### config.mk
export PLATFORM = sky130hd
export DESIGN_NAME = nand_dec_rr_arbiter
export DESIGN_NICKNAME = d
export VERILOG_FILES = /design/src/rtl/nand_dec_rr_arbiter.sv
export SDC_FILE = /design/constraint.sdc
export NUM_CORES = 1
export LEC_CHECK = 0
export CORE_AREA = 2 2 51 53
export DETAILED_ROUTE_END_ITERATION = 8
export DIE_AREA = 0 0 53 55
export PLACE_DENSITY = 0.77
export RECOVER_POWER = 50
export SLEW_MARGIN = 20
export SYNTH_ARGS = -nofsm -noshare
export SYNTH_HDL_FRONTEND = slang
export SYNTH_SLANG_ARGS = --single-unit
### constraint.sdc
create_clock -name clk -period 3.3 [get_ports clk]
set_clock_uncertainty 0.15 [all_clocks]
set_input_delay 0.66 -clock clk [delete_from_list [all_inputs] [get_ports clk]]
set_output_delay 0.66 -clock clk [all_outputs]
set_load 0.02 [all_outputs]
### src/rtl/nand_dec_rr_arbiter.sv
// Four-requester round-robin arbiter with hold timeout and global enable.
// Registered one-hot grant plus encoded index drives the decoder selects.
module nand_dec_rr_arbiter #(
  parameter int unsigned MAX_HOLD = 8
) (
  input  logic       clk,
  input  logic       rst_n,
  input  logic       en,
  input  logic [3:0] req,
  output logic [3:0] gnt,
  output logic [1:0] gnt_idx,
  output logic       gnt_vld
);

  typedef enum logic {IDLE, BUSY} state_t;

  localparam bit TO_EN = (MAX_HOLD != 0);
  localparam logic [7:0] HOLD_LAST =
    8'((MAX_HOLD == 0) ? 0 : MAX_HOLD - 1);

  state_t     state, state_nx;
  logic [1:0] ptr, ptr_nx;
  logic [1:0] idx_nx;
  logic       vld_nx;
  logic [7:0] hold_cnt, hold_nx;
  logic [3:0] others;
  logic [2:0] hit_idle, hit_oth;
  logic       rel;

  // {found, index} of first set bit of m, searching from p upward mod 4
  function automatic logic [2:0] pick(
    input logic [3:0] m,
    input logic [1:0] p
  );
    logic [2:0] r;
    logic [1:0] c;
    r = 3'b000;
    for (int k = 3; k >= 0; k--) begin
      c = p + 2'(k);
      if (m[c]) r = {1'b1, c};
    end
    return r;
  endfunction

  always_comb begin
    state_nx = state;
    ptr_nx   = ptr;
    idx_nx   = gnt_idx;
    vld_nx   = gnt_vld;
    hold_nx  = hold_cnt;
    others   = req & ~(4'b0001 << gnt_idx);
    hit_idle = pick(req, ptr);
    hit_oth  = pick(others, gnt_idx + 2'd1);
    rel      = !req[gnt_idx] || !en ||
               (TO_EN && hold_cnt == HOLD_LAST);
    unique case (state)
      IDLE: begin
        if (en && hit_idle[2]) begin
          state_nx = BUSY;
          idx_nx   = hit_idle[1:0];
          vld_nx   = 1'b1;
          hold_nx  = 8'd0;
        end else begin
          idx_nx = 2'd0;
          vld_nx = 1'b0;
        end
      end
      BUSY: begin
        if (!rel) begin
          if (hold_cnt != 8'hff) hold_nx = hold_cnt + 8'd1;
        end else if (!en) begin
          state_nx = IDLE;
          idx_nx   = 2'd0;
          vld_nx   = 1'b0;
          hold_nx  = 8'd0;
        end else begin
          ptr_nx  = gnt_idx + 2'd1;
          hold_nx = 8'd0;
          if (hit_oth[2]) begin
            idx_nx = hit_oth[1:0];
          end else if (!req[gnt_idx]) begin
            state_nx = IDLE;
            idx_nx   = 2'd0;
            vld_nx   = 1'b0;
          end
        end
      end
      default: state_nx = IDLE;
    endcase
  end

  always_ff @(posedge clk or negedge rst_n) begin
    if (!rst_n) begin
      state    <= IDLE;
      ptr      <= 2'd0;
      hold_cnt <= 8'd0;
      gnt_idx  <= 2'd0;
      gnt_vld  <= 1'b0;
      gnt      <= 4'b0000;
    end else begin
      state    <= state_nx;
      ptr      <= ptr_nx;
      hold_cnt <= hold_nx;
      gnt_idx  <= idx_nx;
      gnt_vld  <= vld_nx;
      gnt      <= vld_nx ? (4'b0001 << idx_nx) : 4'b0000;
    end
  end

endmodule

# Yosys cells after proc, flatten, opt, wreduce, memory -nomap -nowiden
# Cells that the tools add are included.
# W data, S select, Z words.
dict set report op_classes {
  add_sub_neg 8
  n_eq_ne 4
  bitwise 3
  shift 2
  magnitude_cmp 9
  reduce_logical 7
  n_mux 48
}
# cell n
set ops {}
lappend ops {{$lt A2 B3 Y1 const B} 9}
lappend ops {{$mux W3} 8}
lappend ops {{$mux W8} 3}
lappend ops {{$bmux W1 S2} 9}
lappend ops {{$mux W1} 18}
lappend ops {{$pmux W8 S2} 1}
lappend ops {{$mux W2} 5}
lappend ops {{$add A2 B2 Y2 const B} 4}
lappend ops {{$add A8 B1 Y8 const B} 1}
lappend ops {{$eq A8 B3 Y1 const B} 1}
lappend ops {{$ne A8 B8 Y1 const B} 1}
lappend ops {{$shl A1 B2 Y4 const A} 2}
lappend ops {{$add A2 B1 Y2 const B} 3}
lappend ops {{$and A4 B4 Y4} 1}
lappend ops {{$mux W4} 1}
lappend ops {{$not A4 Y4} 1}
lappend ops {{$pmux W1 S2} 2}
lappend ops {{$pmux W2 S2} 1}
lappend ops {{$ne A3 B1 Y1 const B} 1}
lappend ops {{$reduce_and A3 Y1} 1}
lappend ops {{$logic_not A1 Y1} 2}
lappend ops {{$logic_or A1 B1 Y1} 2}
lappend ops {{$ne A2 B2 Y1 const B} 1}
lappend ops {{$reduce_and A2 Y1} 1}
lappend ops {{other kinds (2)} 2}
dict set report totals {
  wordCells 87
  regBits 18
  out_inout_bits 7
  input_bits 7
}

# Depth between registers and ports, before layout
# Gate-level depths: netlist of the first run.
dict set report depth {
  word_depth 15
  mapped_depth 9
  ltp_nobuf 9
}

# Worst setup path before layout of the first run
# No wires, ideal clock.
dict set report synth_path {
  path_type {input-to-reg}
  start {in req[1]}
  end {reg gnt[1]}
  setup_slack_ns 0.982
  setup_ns 0.130
  n_path_buf 2
  arrival_ns 2.038
  cell_stages 8
  cell_sequence {buf_4 -> mux4_2 -> and3_4 -> buf_6 -> o211ai_2 -> o31a_4 -> o31ai_4 -> nor3b_1}
}
dict set report synth_between {
  elab_chain_cells 13
  elab_cells_between_ends 45
}
# element line
set synth_lines {}
lappend synth_lines {{from (decl)} 9} ;# input logic [3:0] req,
lappend synth_lines {{$and A4 B4 Y4} 51} ;# others = req & ~(4'b0001 << gnt_idx);
lappend synth_lines {{$bmux W1 S2} 40} ;# if (m[c]) r = {1'b1, c};
lappend synth_lines {{$mux W1 (implied by the code)} 40}
lappend synth_lines {{$mux W3 (4 in series)} 40}
lappend synth_lines {{$mux W2} 79} ;# if (hit_oth[2]) begin
lappend synth_lines {{$mux W2} 71} ;# end else if (!en) begin
lappend synth_lines {{$mux W2} 69} ;# if (!rel) begin
lappend synth_lines {{$pmux W2 S2 (*)} 56} ;# unique case (state)
lappend synth_lines {{via idx_nx[0]} 23} ;# logic [1:0] idx_nx;
lappend synth_lines {{$shl A1 B2 Y4 (*)} 106} ;# gnt <= vld_nx ? (4'b0001 << idx_nx) : 4'b0000;
lappend synth_lines {{$mux W4 (*)} 106}
lappend synth_lines {{to (signal assigned)} 106}
lappend synth_lines {{to (decl)} 10} ;# output logic [3:0] gnt,
# The timed path passes the listed nets; every way through them passes the cells marked *. The select of a mux whose other input is x is not followed.
# A chain may end at the register's enable or synchronous reset.

# Worst setup path in the final report of the first run
dict set report layout_path {
  start {in req[3]}
  end {reg hold_cnt[0]}
}
dict set report layout_between {
  elab_chain_cells 9
  elab_cells_between_ends 23
}
# element line
set layout_lines {}
lappend layout_lines {{$bmux W1 S2} 40}
lappend layout_lines {{$mux W1 (implied by the code)} 40}
lappend layout_lines {{$mux W3 (4 in series)} 40}
lappend layout_lines {{$logic_and A1 B1 Y1} 58} ;# if (en && hit_idle[2]) begin
lappend layout_lines {{$ne A2 B2 Y1 (no line)} -}
lappend layout_lines {{$reduce_and A2 Y1 (no line)} -}
lappend layout_lines {{to (signal assigned)} 103} ;# hold_cnt <= hold_nx;
lappend layout_lines {{to (decl)} 25} ;# logic [7:0] hold_cnt, hold_nx;
# Several ways; a longest one is shown, not always the timed one. The select of a mux whose other input is x is not followed.

==> impl_results.md, run 1 <==
- Clk slew on worst S/H paths: approximately 100 ps
- Drt wl/cell: 14.9 um
- Final Hold Viols: 0
- CTS tree: yes
- FILL cells: approximately 210
- P_int: 0.419 mW
- Warnings, synthesis: 0
- Setup Viol. Count Final: 0
- Largest net degree at the start of global routing: 19
- Post-DP HPWL: approximately 2.0 mm
- Hold WS: ~380 ps
- Total grt overflow: 0
- Max VDD drop: 338 uV
- CTS root buf: clkbuf_4
- Die width: roughly 53 um
- Synth cell types: between 40 and 50
- Tcrit/Tclk final: 0.792
- Starting DRT DRC Count: 37
- Crit path launch type: input pin
- Mapped Area: roughly 0.0013 mm2
- Clk sink count: 18
- Boundary Pins: 14
- Max-slew headroom: 0.478
- Port bufs: 13
- Max Slew Vio Count: 0
- Seq cells post-synth: 18
- RSZ-0062 raised after global routing: false
- Seq pwr share: 0.416
- Die area: 0.00292 mm2
- TNS Setup: 0 ps
- Fraction of layout cells with a size suffix above 1: 0.135
- Row count: 18
- Avg Inst Size Synth: about 9.4 um2
- Syn nets: between 100 and 150
- Gpl congestion: 0.874
- Post-synth EDFFs: 0
- Total Power: 0.655 mW
- Routed vias: around 1100
- # H-tree levels: 1
- CORE AREA: 0.00236 mm2
- Vias in the first global route: between 900 and 1000
- Final min period: 2610 ps
- CTS buffer count: 3
- Clk buf depth: 2
- Area Overhead vs Synth: 13.1%
- Clock network fraction of total power: 0.201
- Power per cell area: ~460 mW/mm2
- Hold WC Path Type: flop to flop
- WS Path Type: input pin to flop
- Total net switching power: approximately 0.24 mW
- DRC: 0
- Clock latency on the worst-skew pair: 290 ps
- Starting Density: 0.535
- Worst Path Required: between 3000 and 4000 ps
- Post-synth ARST share: 1.00
- Register area share after synthesis: 0.356
- Fmax: 383 MHz
- Tot GR Track Use: 0.209
- Hold_buf cts: 0
- Post-CTS Repair Setup Buffers: 0
- Initial antenna violation count: 0
- Mapped Cells: 135
- Antenna diode count: 0
- CP Capture Type: flop
- Tightest Pin Transition: between 700 and 800 ps
- Status: complete, no violations
- Prevailing post-synth register cell: dfrtp_1
- Die Y: between 50 and 60 um
- Final antenna-violating net count: 0
- Leak: roughly 0.62 nW
- NumNets Final: around 160
- MaxCap Viol Count: 0
- Final WL: roughly 2.7 mm
- TritonRoute pass-1 iters: 4
- Sw frac: 0.360
- CP Data Arrival Time: ~2700 ps
- First-pass GRT wire length: roughly 4.5 mm
- Detail-routed via count per cell: 6.03
- PostCTS Resize Cnt: 0
- Crit-path max FO: 10
- Combinational share of power: 0.382
## per-layer routing
metal,up-vias,track usage,wire [um],part of all wire
met5,-,0,0,0
met4,0,0.0470,19,0.0071
met3,2,0.0538,170,0.064
met2,33,0.335,1300,0.49
met1,516,0.287,1170,0.44
li1,523,-,-,-
## cell usage in the layout (no fill, tap or decap), drive strengths merged, types with 2 or more instances in the layout
cell type / n
dfrtp: 18
nand2: 14
o21ai: 14
clkdlybuf4s50: 9
nor2: 8
inv: 8
a21oi: 8
nand3: 8
and3: 7
ha: 5
nor2b: 4
nor3: 4
dlygate4sd3: 4
clkbuf: 4
nand2b: 3
o31ai: 3
nor3b: 2
o31a: 2
o211ai: 2
o221ai: 2
## area by class of cell
class	instances	area, um2	area share
multi-input combinational	104	741	0.517
inverter	8	30.0	0.0210
clock buffer	4	36.3	0.0253
tap	30	37.5	0.0262
timing repair buffer	14	138	0.0961
sequential	18	450	0.314
## critical path, cell delays in order
cell and delay, ps:
clkdlybuf4s50_1 570, or4_1 610, and3b_1 230, a21oi_2 340, nor3_1 80, a21o_1 160
## kinds of logic (layout without fill, tap and decap cells)
kind of cell | count (synthesis) | count (layout) | share of synthesized area
simple gates | 55 | 55 | 0.261
compound gates | 40 | 40 | 0.233
flops | 18 | 18 | 0.356
buf+inv | 13 | 26 | 0.0593
fa+ha+maj | 5 | 5 | 0.0494
mux | 3 | 3 | 0.0346
xor+xnor | 1 | 1 | 0.00692
## flip-flops by register name, indices dropped and copies added (netlist names)
| signal | count |
|---|---|
| state | 1 |
| gnt | 4 |
| gnt_idx | 2 |
| gnt_vld | 1 |
| ptr | 2 |
| hold_cnt | 8 |
## metrics by stage
step	instances	utilization	instance area, um2	setup slack, ps
after global placement	174	0.590	1400	478
after global routing	178	0.606	1430	540
after floorplan	135	-	1270	982
final	178	0.606	1430	687
after CTS	178	0.606	1430	696
after detailed placement	174	0.590	1400	378
## worst paths after layout
check	startpoint	to	slack (ps)	cells after the start
max	req[3]	hold_cnt[0]	690	6
min	ptr[0]	ptr[0]	380	2
max reg2reg	gnt_idx[1]	gnt[2]	1000	6
min reg2reg	ptr[0]	ptr[0]	380	2
max in group asynchronous	rst_n	gnt_vld	1770	1
min in group asynchronous	rst_n	hold_cnt[6]	730	1
## power by group through the flow
stage | combinational, mW | clock, mW | sequential, mW
2_1_floorplan | 0.164 | 0 | 0.289
3_3_place_gp | 0.244 | 0 | 0.275
3_5_place_dp | 0.250 | 0 | 0.277
4_1_cts | 0.251 | 0.136 | 0.272
5_1_grt | 0.275 | 0.145 | 0.277
6_report | 0.250 | 0.132 | 0.273
## Yosys cell counts, types with 2 or more instances
| cell type | n | area [um2] |
|---|---|---|
| nor2_1 | 8 | 30.0 |
| nand3_1 | 7 | 35.0 |
| nand2_1 | 13 | 48.8 |
| ha_1 | 5 | 62.6 |
| nor3b_1 | 2 | 15.0 |
| a21oi_1 | 7 | 35.0 |
| dfrtp_1 | 18 | 450 |
| o31ai_1 | 2 | 15.0 |
| buf_6 | 3 | 33.8 |
| and3_1 | 6 | 37.5 |
| o21ai_0 | 12 | 60.1 |
| inv_1 | 7 | 26.3 |
| nand2b_1 | 3 | 18.8 |
| o21ai_1 | 2 | 10.0 |
| nor3_1 | 4 | 20.0 |
| nor2b_1 | 4 | 25.0 |
Power figures use the tool's default switching activity.
==> run 2: changes to the inputs <==
--- a/config.mk
+++ b/config.mk
@@ -5,10 +5,10 @@
 export SDC_FILE = /design/constraint.sdc
 export NUM_CORES = 1
 export LEC_CHECK = 0
-export CORE_AREA = 2 2 51 53
+export CORE_AREA = 2 2 54 56
 export DETAILED_ROUTE_END_ITERATION = 8
-export DIE_AREA = 0 0 53 55
-export PLACE_DENSITY = 0.77
+export DIE_AREA = 0 0 56 58
+export PLACE_DENSITY = 0.72
 export RECOVER_POWER = 50
 export SLEW_MARGIN = 20
 export SYNTH_ARGS = -nofsm -noshare
==> constraint.sdc (replaced) <==
create_clock -name clk -period 2.3 [get_ports clk]
set_clock_uncertainty 0.15 [all_clocks]
set_input_delay 0.46 -clock clk [delete_from_list [all_inputs] [get_ports clk]]
set_output_delay 0.46 -clock clk [all_outputs]
set_load 0.02 [all_outputs]
==> run 2 against run 1 <==
Wire length up 20%; worst setup slack worse by 640 ps; total power up 63%; sequential power up 44%; hold slack better by 20 ps; first-iteration DRC count up 43%; highest routed layer unchanged.
==> impl_results.md, run 2 (synthesized netlist as in run 1, its figures left out) <==
- Status: complete, no violations
- Commonest non-fill, non-tap cells in the layout: buf_4, dfrtp_1, nand2_1
- Final WL: 3.18 mm (+20%)
- NumNets Final: 185 (+15%)
- Most common cell after layout, fill and taps aside: buf_4
- Tot GR Track Use: 0.205 (-0.00456)
- Fmax: between 400 and 500 MHz
- Area Overhead vs Synth: 32.9%
- Drt wl/cell: 15.7 um (+4.9%)
- Clock latency on the worst-skew pair: 290 ps (about the same)
- TritonRoute pass-1 iters: 4 (unchanged)
- Sw frac: 0.367 (+0.00757)
- Top reg by flops: hold_cnt
- Max Slew Vio Count: 0 (unchanged)
- Fin cells: 203 (+14%)
- Post-DP HPWL: 2.34 mm (+18%)
- Die Y: 58 um (+5.5%)
- Initial antenna violation count: 0 (unchanged)
- Hold WS: 396 ps (+20.1 ps)
- Final antenna-violating net count: 0 (unchanged)
- WS Path Type: input pin to flop
- Clk slew on worst S/H paths: 100 ps (about the same)
- Leak: 0.778 nW (+25%)
- Crit. path cell count: 9 (+3)
- MaxCap Viol Count: 0 (unchanged)
- Hold Path Depth: 1 (-1)
- Hold WC Path Type: flop to flop
- Gpl congestion: 0.908 (+3.9%)
- Hold_buf cts: 0 (unchanged)
- CTS tree: yes
- DRC: 0 (unchanged)
- Top flop regs: hold_cnt: 8 flops, gnt: 4 flops
- DP Worst Slack: -271 ps (-649 ps)
- Final Util: 0.632 (+0.0262)
- CP cell instances: clkdlybuf4s50_1, buf_4, inv_2, buf_4, o21ai_0, nand2_1, a2bb2oi_2, o221ai_4, nor3b_2
- Critical Path Most Common Cell: buf_4
- TNS Setup: 0 ps (unchanged)
- Non-Filler Cell Area, Final: 0.00168 mm2 (+17%)
- Placed cell areas: 0.00157 mm2 (+12%)
- Fraction of layout cells with a size suffix above 1: 0.320 (+0.185)
- Starting DRT DRC Count: 53 (+43%)
- Number of flip-flops in the largest register: 8 (unchanged)
- Total net switching power: 0.393 mW (+67%)
- Largest delay share family, worst path: buffers and inverters
- Tightest Pin Transition: 946 ps (+166 ps)
- Placed cells: 198 (+14%)
- CTS root buf: clkbuf_4
- P_int: 0.676 mW (+61%)
- Antenna diode count: 0 (unchanged)
- Reg2reg path depth: 8 (+2)
- CP max stage cell: clkdlybuf4s50_1
- Row count: 19 (+1)
- CP bufs+invs: 4 (+3)
- Seq pwr share: 0.368 (-0.048)
- CORE AREA: 0.00266 mm2 (+13%)
- Final Hold Viols: 0 (unchanged)
- CP Data Arrival Time: 2320 ps (-340 ps)
- CTS buffer count: 3 (unchanged)
- Port bufs: 13 (unchanged)
- Clk buf depth: 2 (unchanged)
- Clock network fraction of total power: 0.180 (-0.021)
- Worst Path Required: 2370 ps (-970 ps)
- Setup ws final: 47.7 ps (-639 ps)
- Vias in the first global route: 1213 (+24%)
- Total grt overflow: 0 (unchanged)
- CP max stage delay: 540 ps (-70 ps)
- # H-tree levels: 1 (unchanged)
- Starting Density: 0.476 (-0.0599)
- CP Capture Type: flop
- Die width: 56 um (+5.7%)
- Final min period: ~2300 ps
- Tcrit/Tclk final: 0.979
- Setup Viol. Count Final: 0 (unchanged)
- Power per cell area: 635 mW/mm2 (+39%)
- Combinational share of power: 0.451 (+0.069)
- Max-slew headroom: 0.369 (-0.109)
- Clk sink count: 18 (unchanged)
- Boundary Pins: 14 (unchanged)
- Die area: 0.00325 mm2 (+11%)
- Largest net degree at the start of global routing: 19 (unchanged)
- Crit path launch type: input pin
- Total Power: 1.07 mW (+63%)
- First-pass GRT wire length: 5.26 mm (+18%)
- Max VDD drop: 507 uV (+50%)
- Crit-path max FO: 6 (-4)
- Routed vias: 1192 (+11%)
- Detail-routed via count per cell: 5.87 (-2.7%)
-- run 2: cell count changes in the layout (fill, tap and decap cells not counted), moves of 2 or more --
cell / before / now
buf_4: 1 / 24
clkdlybuf4s50_1: 9 / 7
dlymetal6s2s_1: 0 / 3
inv_1: 7 / 5
inv_2: 1 / 3
nor2b_1: 4 / 1
nor2b_2: 0 / 3
nor3b_1: 2 / 0
nor3b_2: 0 / 2
-- run 2: path summary, 6_finish.rpt --
kind | from | to | slack [ps]
max in group asynchronous | rst_n | gnt_idx[0] | 760
setup / recovery | req[2] | gnt[2] | 50
hold / removal | hold_cnt[3] | hold_cnt[3] | 400
hold reg to reg | hold_cnt[3] | hold_cnt[3] | 400
setup reg to reg | gnt_idx[0] | gnt[3] | 90
min in group asynchronous | rst_n | hold_cnt[7] | 660
-- run 2: power groups by stage --
stage / registers (mW) / logic, mW / clock network [mW]
2_1_floorplan: 0.414 / 0.235 / 0
3_3_place_gp: 0.395 / 0.417 / 0
3_5_place_dp: 0.399 / 0.428 / 0
4_1_cts: 0.392 / 0.431 / 0.200
5_1_grt: 0.400 / 0.523 / 0.216
6_report: 0.394 / 0.482 / 0.193
-- run 2: layout make-up --
cell class / count / area, um2
clock buffer: 4 / 36.3
inverter: 8 / 30.0
multi-input combinational: 104 / 806
timing repair buffer: 38 / 322
fill: 229 / 980
sequential: 18 / 450
tap: 31 / 38.8
-- run 2: per-layer routing --
layer  vias up  global-route usage  routed length, um
met3        11              0.0335                111
met2        30               0.336               1650
li1        571                   -                  -
met1       580               0.260               1330
met4         0               0.112                 89
met5         -                   0                  0
-- run 2: repair_timing --
item                                    4_1_cts  5_1_grt
resized for setup                             0       18
endpoints found under the setup margin        0        4
buffers inserted                              0        1
==> run 3: changes to the inputs <==
--- a/config.mk
+++ b/config.mk
@@ -8,6 +8,7 @@
 export CORE_AREA = 2 2 54 56
 export DETAILED_ROUTE_END_ITERATION = 8
 export DIE_AREA = 0 0 56 58
+export GPL_TIMING_DRIVEN = 0
 export PLACE_DENSITY = 0.72
 export RECOVER_POWER = 50
 export SLEW_MARGIN = 20
==> constraint.sdc (replaced) <==
create_clock -name clk -period 2.3 [get_ports clk]
set_clock_uncertainty 0.15 [all_clocks]
set_input_delay 0.345 -clock clk [delete_from_list [all_inputs] [get_ports clk]]
set_output_delay 0.345 -clock clk [all_outputs]
set_load 0.02 [all_outputs]
==> run 3 against run 2 <==
Worst setup slack better by 39 ps; register-to-register slack hardly changed; total power is 9.6% lower; via count is 12% lower; combinational power is 20% lower; clock power is 3% lower; sequential cell count stayed put; non-clock buffer count is 21 lower.
==> impl_results.md, run 3 (synthesized netlist as in run 1, its figures left out) <==
- Status: complete, no violations
- Clk sink count: 18 (unchanged)
- Total Power: 0.966 mW (-9.6%)
- TNS Setup: 0 ps (unchanged)
- Fmax: 452 MHz (+1.7%)
- Max VDD drop: 524 uV (+3.5%)
- Clk slew on worst S/H paths: 90 ps (about the same)
- Row count: 19 (unchanged)
- Hold WC Path Type: input pin to flop
- Hold_buf cts: 0 (unchanged)
- Initial antenna violation count: 0 (unchanged)
- CTS buffer count: 3 (unchanged)
- Most common cell after layout, fill and taps aside: dfrtp_1
- Largest net degree at the start of global routing: 19 (unchanged)
- Antenna diode count: 0 (unchanged)
- WS Path Type: flop to flop
- Drt wl/cell: 14.3 um (-9.0%)
- TritonRoute pass-1 iters: 4 (unchanged)
- CTS tree: yes
- Leak: 0.656 nW (-16%)
- Hold WS: 327 ps (-68.8 ps)
- MaxCap Viol Count: 0 (unchanged)
- Power per cell area: 646 mW/mm2 (+1.7%)
- Tot GR Track Use: 0.180 (-0.0251)
- Starting DRT DRC Count: 22 (-58%)
- CP bufs+invs: 2 (-2)
- Total grt overflow: 0 (unchanged)
- Tcrit/Tclk final: 0.962 (-0.0168)
- Crit path launch type: flop
- Vias in the first global route: 1022 (-16%)
- Final WL: 2.60 mm (-18%)
- Port bufs: 10 (-3)
- CP cell instances: buf_4, mux4_2, and3_4, buf_6, nand2_4, o221ai_2, and3_1
- Boundary Pins: 14 (unchanged)
- Top reg by flops: hold_cnt
- Final min period: 2210 ps (-38.6 ps)
- Starting Density: 0.476 (unchanged)
- Max Slew Vio Count: 0 (unchanged)
- First-pass GRT wire length: 4.66 mm (-11%)
- CP Data Arrival Time: 2250 ps (-70 ps)
- # H-tree levels: 1 (unchanged)
- CP max stage cell: mux4_2
- Die Y: 58 um (unchanged)
- Worst Path Required: 2330 ps (-40 ps)
- Setup Viol. Count Final: 0 (unchanged)
- DRC: 0 (unchanged)
- Clk buf depth: 2 (unchanged)
- Post-DP HPWL: 1.91 mm (-18%)
- Detail-routed via count per cell: 5.79 (-1.4%)
- Number of flip-flops in the largest register: 8 (unchanged)
- Tightest Pin Transition: 758 ps (-188 ps)
- Largest delay share family, worst path: simple AND/OR/NAND/NOR gates
- Final antenna-violating net count: 0 (unchanged)
- Routed vias: 1054 (-12%)
- RSZ-0062 raised after global routing: true
- Max-slew headroom: 0.493 (+0.124)
- NumNets Final: 164 (-11%)
- Die width: 56 um (unchanged)
- Gpl congestion: 0.858 (-5.5%)
- Commonest non-fill, non-tap cells in the layout: dfrtp_1, nand2_1, o21ai_0
- Final Hold Viols: 0 (unchanged)
- Die area: 0.00325 mm2 (unchanged)
- Clock latency on the worst-skew pair: 290 ps (about the same)
- Crit-path max FO: 10 (+4)
- CORE AREA: 0.00266 mm2 (unchanged)
- Top flop regs: hold_cnt: 8 flops, gnt: 4 flops
- CP Capture Type: flop
- CP max stage delay: 550 ps (about the same)
- Fraction of layout cells with a size suffix above 1: 0.192 (-0.128)
- Area Overhead vs Synth: 18.2%
- CTS root buf: clkbuf_4
-- run 3: power by group --
part | total (mW) | internal (mW) | leakage (nW) | switching, mW
Sequential | 0.394 | 0.354 | 0.239 | 0.0396
Combinational | 0.384 | 0.169 | 0.396 | 0.214
Clock | 0.188 | 0.0964 | 0.0210 | 0.0921
-- run 3: worst paths after layout --
check | slack, ps | start | end | cells after the start
min in group asynchronous | 410 | rst_n | hold_cnt[6] | 1
worst max register to register | 90 | gnt_idx[0] | gnt[3] | 7
max in group asynchronous | 1060 | rst_n | gnt_idx[0] | 1
worst min-delay path | 330 | req[2] | state | 3
worst min register to register | 370 | ptr[0] | ptr[0] | 2
worst max-delay path | 90 | gnt_idx[0] | gnt[3] | 7
-- run 3: layout make-up --
cell class              instances  area [um2]
well taps                      31        38.8
multi-input cells             104         776
clock buffers                   4        36.3
fillers                       235        1170
flip-flops and latches         18         453
inverters                       8        30.0
repair buffers                 12         118
plain buffers                   5        45.0
-- run 3: timing repair --
action | CTS | global route
pin swaps | 0 | 1
gates cloned | 0 | 0
hold endpoints to repair | 0 | 0
setup buffers | 0 | 2
resized for setup | 2 | 6
endpoints found under the setup margin | 5 | 10
-- run 3: worst min-delay path, stage by stage --
cell and delay [ps]:
buf_6 100, or4_1 140, o211a_1 140
-- run 3: per-layer routing --
layer,up-vias,global-route usage,wire length (um)
met5,-,0,0
met4,0,0.0578,32
met3,4,0.0290,102
met2,19,0.291,1230
met1,503,0.250,1230
li1,528,-,-
-- run 3: per-stage QoR --
step / area [um2] / utilization / setup slack [ps] / cells
final: 1500 / 0.562 / 86.3 / 182
after detailed placement: 1410 / 0.528 / -295 / 176
after CTS: 1450 / 0.545 / 5.10 / 180
after global placement: 1410 / 0.528 / -275 / 176
after floorplan: 1270 / - / 24.3 / 135
after global routing: 1500 / 0.562 / -24.4 / 182
